[src/rtl/axis_rr_arbiter.sv]
// Round-robin AXI-stream arbiter: COUNT inputs share one output.
// Ports: clock, reset (async high); idata/ivalid/iready per-stream inputs;
//   odata/ovalid/oready shared output; ochannel = index of granted stream.
module axis_rr_arbiter #(
  parameter int WIDTH = 8,
  parameter int COUNT = 4,
  parameter int BURST = 4,
  localparam int CW = $clog2(COUNT)
) (
  input  logic                   clock,
  input  logic                   reset,
  input  logic [COUNT*WIDTH-1:0] idata,
  input  logic [COUNT-1:0]       ivalid,
  output logic [COUNT-1:0]       iready,
  output logic [WIDTH-1:0]       odata,
  output logic                   ovalid,
  input  logic                   oready,
  output logic [CW-1:0]          ochannel
);

  localparam int NW = (BURST > 1) ? $clog2(BURST) : 1;

  typedef enum logic {
    IDLE  = 1'b0,
    GRANT = 1'b1
  } state_e;

  state_e        busy_q, busy_d;
  logic [CW-1:0] grant_q, grant_d;
  logic [CW-1:0] next_q, next_d;
  logic [NW-1:0] count_q, count_d;

  logic [CW-1:0] pick;
  logic          found;
  logic [CW-1:0] grant_inc;
  int            sj;

  always_ff @(posedge clock or posedge reset) begin
    if (reset) begin
      busy_q  <= IDLE;
      grant_q <= '0;
      next_q  <= '0;
      count_q <= '0;
    end else begin
      busy_q  <= busy_d;
      grant_q <= grant_d;
      next_q  <= next_d;
      count_q <= count_d;
    end
  end

  // Search starts at the pointer and wraps at COUNT-1, not 2^CW-1.
  always_comb begin
    pick  = '0;
    found = 1'b0;
    sj    = 0;
    for (int i = 0; i < COUNT; i++) begin
      sj = int'(next_q) + i;
      if (sj >= COUNT) sj = sj - COUNT;
      if (!found && ivalid[sj]) begin
        found = 1'b1;
        pick  = CW'(sj);
      end
    end
  end

  assign grant_inc = (grant_q == CW'(COUNT - 1)) ? '0 : grant_q + 1'b1;

  always_comb begin
    busy_d  = busy_q;
    grant_d = grant_q;
    next_d  = next_q;
    count_d = count_q;
    unique case (busy_q)
      IDLE: begin
        if (found) begin
          busy_d  = GRANT;
          grant_d = pick;
          count_d = '0;
        end
      end
      GRANT: begin
        if (!ivalid[grant_q]) begin
          busy_d = IDLE;
          next_d = grant_inc;
        end else if (oready) begin
          if (count_q == NW'(BURST - 1)) begin
            busy_d = IDLE;
            next_d = grant_inc;
          end else begin
            count_d = count_q + 1'b1;
          end
        end
      end
      default: busy_d = IDLE;
    endcase
  end

  always_comb begin
    iready = '0;
    ovalid = 1'b0;
    odata  = idata[grant_q*WIDTH +: WIDTH];
    if (busy_q == GRANT) begin
      iready[grant_q] = oready;
      ovalid          = ivalid[grant_q];
    end
  end

  assign ochannel = grant_q;

endmodule

[config.mk]
export PLATFORM = sky130hd
export DESIGN_NAME = axis_rr_arbiter
export DESIGN_NICKNAME = d
export VERILOG_FILES = /design/src/rtl/axis_rr_arbiter.sv
export SDC_FILE = /design/constraint.sdc
export NUM_CORES = 1
export LEC_CHECK = 0
export CAP_MARGIN = 0
export CORE_AREA = 2 2 48 50
export DETAILED_ROUTE_END_ITERATION = 16
export DIE_AREA = 0 0 50 52
export GPL_TIMING_DRIVEN = 1
export PLACE_DENSITY = 0.82
export SETUP_SLACK_MARGIN = 0.05
export SLEW_MARGIN = 0
export SYNTH_ARGS = -nofsm -noshare
export SYNTH_HDL_FRONTEND = slang
export SYNTH_SLANG_ARGS = --single-unit
export TNS_END_PERCENT = 50
[constraint.sdc]
create_clock -name clock -period 3.1 [get_ports clock]
set_clock_uncertainty 0.15 [all_clocks]
set_input_delay 0.775 -clock clock [delete_from_list [all_inputs] [get_ports clock]]
set_output_delay 0.775 -clock clock [all_outputs]
set_load 0.01 [all_outputs]
==> results.txt <==
- Status: finished clean
- Hold Worst Slack: 340 ps
- Worst slew pin tran: ~320 ps
- Max Buffers Root-to-Sink: 2
* RSZ-0062 raised after global routing: yes
- The synthesized design contains 7 register bits.
* Row Count: 17
- The total count of hold-check failures in the final report was 0.
- In this run the power density over the cells is 683 mW/mm^2.
- Slew margin rel.: about four fifths
- Via count: 761
- Syn avg cell area: 10.9 sq um
- Maximum number of pins on one net before global-route repair: 13
- Sequential share of the synthesized area: 24.7%
- Measured against the total synthesized area, the mux share comes to 36.0%.
- The critical path in this run is classified as in2out.
- Post-DRT Antenna Nets: 0
- Static power due to leakage: 0.000615 uW
- Number of optimization iterations in the first detailed-route pass: 4
- Path class of the lowest-slack min-delay path: reg2reg
- Routed WL: approximately 2300 microns
* Violation count after the first detailed-routing iteration: 7
* Core footprint: 0.00211 sq mm
- Synthesized-area fraction occupied by adder cells: 8.82%
- Buffer type at the clock tree root: sky130_fd_sc_hd__clkbuf_4
- Mapped Cells: 65
- Worst skew pair latency: 250 ps
* Worst path setup slack after routing: 38.4 ps
- The final critical path takes up between 90% and 100% of the cycle.
- Number of remaining DRC errors: 0
- # fillers: 163
* Sum of overflow across all layers after global routing: 0
* Synthesized Nets: approximately 110
* Level count of the clock H-tree: 1
- TritonCTS clock tree: yes
- During I/O placement, the number of pins put on the boundary was 54.
- Summing the areas of all and, or, nand and nor instances in the mapped netlist gives 13.1% of the synthesized area.
* Final HPWL DP: 2000 microns
- Final antenna diode count: 0
- After Yosys synthesis, XOR and XNOR cells account for 0% of the synthesized area.
* Routed length per instance: between 10 and 15 microns
* Clock transition at the registers of the reported paths: approximately 50 ps
- Share of cells above drive strength 1: 18.8%
- GPL Wtd Cong: 0.749
- Number of hold-repair buffers added at the cts stage: 0
- Sort of element at the start of the critical path: input port
- Combinational family with the most area after synthesis: multiplexers
- Area growth from synthesis to final layout: 92.2%
- Crit path arrival time: 2140 ps
* Via-to-Cell Ratio: around 4.9
* Number of antenna violations at the first check in global routing: 0
* Number of global-route vias before repair: 798
- At the worst endpoint, the required time is 2170 ps.
- The first global-routing pass estimated 3700 microns of wire.
- TritonCTS created 3 clock buffers.
* DP Worst Slack: -174 ps
* Number of setup buffers added after CTS: 0
- Total standard cell area after synthesis: 709 sq um
- GRT Total Usage: 19.0%
* Post-cts sizing count: 3
* Total of max-cap violations: 0
* Largest vdd supply drop: 0.000427 V
- Number of clock sinks seen by CTS: 7
* Synth warnings: 0
- The die is 50 microns wide.
* IO buf count: 53
- Setup violations remaining at the end of the flow were counted as 0.
- Max-slew violation total from the final report: 0
* Worst-path maximum fanout: 1
- DIE HEIGHT: 52 microns
- Count of cell types in the netlist: 27
* Min cycle time layout: 3060 ps
* Synth Area in Compound Gates: 12.0%
- Based on the critical path, the design can be clocked at up to 327 MHz.
- Once the floorplan was initialized, standard cells occupied 33.7% of the core.
- Number of nets in the final layout: around 170
* Overall die area: 0.00260 sq mm
- Critical path endpoint category: output pin
## metal layers
metal,part of all wire (%),global-route usage (%),routed length (microns)
met5,0,0,0
met4,0.47,6.48,11
met1,42,20.3,972
met2,48,35.3,1130
met3,9.5,5.46,221
## path summary, 6_finish.rpt
kind	start	endpoint	slack (ps)	cells after the start
max	idata[22]	odata[6]	40	3
min	count_q[0]$_DFFE_PP0P_	count_q[0]$_DFFE_PP0P_	340	1
max reg2reg	ochannel[0]$_DFFE_PP0P_	next_q[1]$_DFFE_PP0P_	1220	4
min reg2reg	count_q[0]$_DFFE_PP0P_	count_q[0]$_DFFE_PP0P_	340	1
max in group asynchronous	reset	next_q[1]$_DFFE_PP0P_	1990	2
min in group asynchronous	reset	busy_q$_DFF_PP0_	600	2
## cell families after synthesis
logic type / after synthesis
AO/OA/AOI/OAI: 13
multiplexers: 14
AND/OR/NAND/NOR: 16
buffers and inverters: 10
adder cells (fa/ha/maj): 5
flip-flops: 7
## where the power goes
part,internal (uW),switching [uW]
Clock,49.0,31.0
Sequential,137,62.5
Combinational,394,258
## area by class of cell
type / instances / area, sq um / area share (%)
multi-input combinational: 48 / 495 / 36.3
clock buffer: 4 / 26.3 / 1.93
inverter: 7 / 26.3 / 1.93
tap: 28 / 35.0 / 2.57
sequential: 7 / 175 / 12.8
timing repair buffer: 62 / 606 / 44.4
## state kept, by name (all words and copies together) (netlist names)
name,cells
count_q,2
ochannel,2
next_q,2
busy_q,1
## per-stage QoR
stage               cell area, sq um  setup TNS, ps  std cells  power, uW  util, %
detailed placement              1330           -185        152        876     63.2
global placement                1330           -165        152        861     63.2
global route                    1360              0        156       1000     64.8
floorplan                        709              0         65        553        -
finish                          1360              0        156        931     64.8
CTS                             1350              0        156        944     64.2
## critical path: stages
cell	delay [ps]
sky130_fd_sc_hd__clkdlybuf4s50_1	410
sky130_fd_sc_hd__mux4_2	460
sky130_fd_sc_hd__clkdlybuf4s50_1	490
## cells in the mapped netlist
master,number,area [sq um]
sky130_fd_sc_hd__o31ai_1,1,7.51
sky130_fd_sc_hd__a21oi_1,3,15.0
sky130_fd_sc_hd__mux2_1,1,11.3
sky130_fd_sc_hd__o41ai_1,1,8.76
sky130_fd_sc_hd__inv_1,7,26.3
sky130_fd_sc_hd__ha_1,5,62.6
sky130_fd_sc_hd__nand2b_1,3,18.8
sky130_fd_sc_hd__clkbuf_1,1,3.75
sky130_fd_sc_hd__nor2b_1,1,6.26
sky130_fd_sc_hd__a2111oi_0,1,8.76
sky130_fd_sc_hd__nand4b_1,1,8.76
sky130_fd_sc_hd__a21oi_2,1,8.76
sky130_fd_sc_hd__and2_1,1,6.26
sky130_fd_sc_hd__buf_1,1,3.75
sky130_fd_sc_hd__and3_1,4,25.0
sky130_fd_sc_hd__nor4_1,1,6.26
sky130_fd_sc_hd__o21ai_0,4,20.0
sky130_fd_sc_hd__dfrtp_1,7,175
sky130_fd_sc_hd__mux2i_1,3,30.0
sky130_fd_sc_hd__or2_2,1,6.26
sky130_fd_sc_hd__mux4_2,9,203
sky130_fd_sc_hd__nor2_1,2,7.51
sky130_fd_sc_hd__mux2_2,1,11.3
sky130_fd_sc_hd__buf_2,1,5.00
sky130_fd_sc_hd__nand2_1,2,7.51
sky130_fd_sc_hd__a221oi_1,1,8.76
sky130_fd_sc_hd__o21bai_1,1,7.51
## layout by cell type, fill, tap and decap left out
cell type,instances
sky130_fd_sc_hd__dlygate4sd2_1,2
sky130_fd_sc_hd__mux2_1,1
sky130_fd_sc_hd__inv_1,7
sky130_fd_sc_hd__and3_1,4
sky130_fd_sc_hd__nand2b_1,3
sky130_fd_sc_hd__o31ai_1,1
sky130_fd_sc_hd__o21bai_1,1
sky130_fd_sc_hd__clkbuf_1,1
sky130_fd_sc_hd__and2_1,1
sky130_fd_sc_hd__mux4_2,9
sky130_fd_sc_hd__or2_2,1
sky130_fd_sc_hd__nand4b_1,1
sky130_fd_sc_hd__dfrtp_1,7
sky130_fd_sc_hd__o21ai_0,4
sky130_fd_sc_hd__nand2_1,2
sky130_fd_sc_hd__a21oi_2,1
sky130_fd_sc_hd__a21oi_1,3
sky130_fd_sc_hd__buf_4,9
sky130_fd_sc_hd__ha_1,5
sky130_fd_sc_hd__nor4_1,1
sky130_fd_sc_hd__mux2_2,1
sky130_fd_sc_hd__dlymetal6s2s_1,4
sky130_fd_sc_hd__a221oi_1,1
sky130_fd_sc_hd__clkdlybuf4s50_1,46
sky130_fd_sc_hd__clkbuf_4,3
sky130_fd_sc_hd__a2111oi_0,1
sky130_fd_sc_hd__nor2_1,2
sky130_fd_sc_hd__nor2b_1,1
sky130_fd_sc_hd__mux2i_1,3
sky130_fd_sc_hd__o41ai_1,1
sky130_fd_sc_hd__clkdlybuf4s15_1,1
Power figures use the tool's default switching activity.
==> RTL edit (same flow settings) <==
Change the parameter `WIDTH` from 8 to 7.
--- a/src/rtl/axis_rr_arbiter.sv
+++ b/src/rtl/axis_rr_arbiter.sv
@@ -3,5 +3,5 @@
 //   odata/ovalid/oready shared output; ochannel = index of granted stream.
 module axis_rr_arbiter #(
-  parameter int WIDTH = 8,
+  parameter int WIDTH = 7,
   parameter int COUNT = 4,
   parameter int BURST = 4,
Ports: changed (resized idata and odata); port bits go from 54 to 49. No check against the original RTL was run, so the function may have changed too.
==> RTL edit against the unedited design <==
- critical endpoint is now odata[3]
- global-route usage decreased by 1.7 points
- final area decreased by 3.9%
- setup slack got worse by 0.0079 ns
- critical path type unchanged
- utilization decreased by 2.5 points
- sequential cell count unchanged
- count of clock-buffer cells in the layout unchanged
- wire length decreased by 7.2%
- area after synthesis increased by 0.71%
- total power decreased by 2.7%
- cell count decreased by 2.6%
==> RTL edit: results (changes against the unedited design) <==
Worst Hold Class=flip-flop to flip-flop; Clock Tree Root=clkbuf_4; clock tree buffer depth=2 (unchanged); WHS Endpoint=count_q[0]; Detailed Place HPWL=1860 um (-7.0%); nets=165 (-4.6%); GRT Resource Usage Total=17.2% (-1.7 points); synth top area cells=mux4_2 25%, dfrtp_1 25%, ha_1 8.8%; post-CTS sizing=3 (unchanged); leakage power=0.563 nW (-8.3%); post-synthesis adder-cell area fraction=8.76% (-0.062 points); Filler cells=173 (+6.1%); post-synthesis xor/xnor area fraction=0% (unchanged); # port buffers=48 (-9.4%); outcome=finished clean; Worst Max-Slew Pin Slew=0.428 ns (+0.111 ns); vias in the first global route=768 (-3.8%); Reg2Reg Depth=5 (+1); Syn Nets=106 (-2.8%); TritonRoute pass-1 iters=3 (-1); largest net degree at the start of global routing=14 (+1); reg2reg end=next_q[0]; postcts setup bufs=1 (+1); Worst R2R Setup Slack=1.40 ns (+0.18 ns); Distinct cells, synth=27 (unchanged); Via Count=760 (-0.13%); register area share after synthesis=24.5% (-0.17 points); mux cell area share after synthesis=28.0% (-8.0 points); share of cells above drive strength 1=18.5% (-0.20 points); most common flop cell mapped by yosys=dfrtp_1; crit-path max FO=1 (unchanged); first-pass GRT wire length=3350 um (-9.3%); GPL Wtd Cong=0.714 (-4.6%); VDD IR-drop max=0.410 mV (-4.0%); dpl ws=-0.258 ns (-0.0843 ns); hold depth=1 (unchanged); routed len/inst=14.3 um (-4.7%); area post-placement=1270 sq um (-4.3%); Slew Limit Fails=0 (unchanged); synth cell count leaders=8 x mux4_2, 7 x dfrtp_1, 6 x inv_1, 5 x ha_1, 5 x nand2_1; compound-gate portion of the synthesized area=17.2% (+5.2 points); drt initial violations=14 (+7); crit path from=idata[24]; CP Data Arrival Time=2.14 ns (about the same)
[RTL edit: worst max path at each step]
| stage | end | slack (ns) |
|---|---|---|
| 6_report | odata[3] | 0.03 |
| 5_1_grt | odata[1] | 0.01 |
| 4_1_cts | ovalid | 0.001 |
| 3_5_place_dp | ovalid | -0.26 |
| 3_3_place_gp | ovalid | -0.23 |
| 2_1_floorplan | ovalid | 0.69 |
[RTL edit: layout make-up]
| type | count | share of cell area, % |
|---|---|---|
| clock buffer | 4 | 2.00 |
| inverter | 6 | 1.72 |
| multi-input combinational | 51 | 38.7 |
| sequential | 7 | 13.4 |
| tap | 28 | 2.67 |
| timing repair buffer | 56 | 41.5 |
[RTL edit: logic make-up (layout without fill, tap and decap cells)]
logic type               Yosys count  in the layout
AND/OR/NAND/NOR                   21             21
AO/OA/AOI/OAI                     15             15
multiplexers                      10             10
buffers and inverters              8             66
flip-flops                         7              7
adder cells (fa/ha/maj)            5              5
[RTL edit: stage by stage]
stage	setup TNS, ns	hold WS (ns)	utilization, %	instances
3_3_place_gp	-0.258	0.339	60.4	147
4_1_cts	0	0.365	62.0	152
6_report	0	0.365	62.3	152
2_1_floorplan	0	0.315	-	66
5_1_grt	0	0.396	62.3	152
3_5_place_dp	-0.281	0.352	60.4	147
[RTL edit: layer usage]
layer  vias to the layer above  share of wire (%)  track usage (%)
li1                        374                  -                -
met1                       348                 40             17.2
met2                        38                 50             33.8
met3                         0                 11             4.89
met4                         0                  0             5.56
met5                         -                  0                0
[RTL edit: power by group]
group / switching (W) / leakage [nW] / internal [W]
sequential: 0.0000455 / 0.0874 / 0.000135
clock: 0.0000300 / 0.0150 / 0.0000489
combinational: 0.000273 / 0.461 / 0.000374
total: 0.000348 / 0.563 / 0.000558
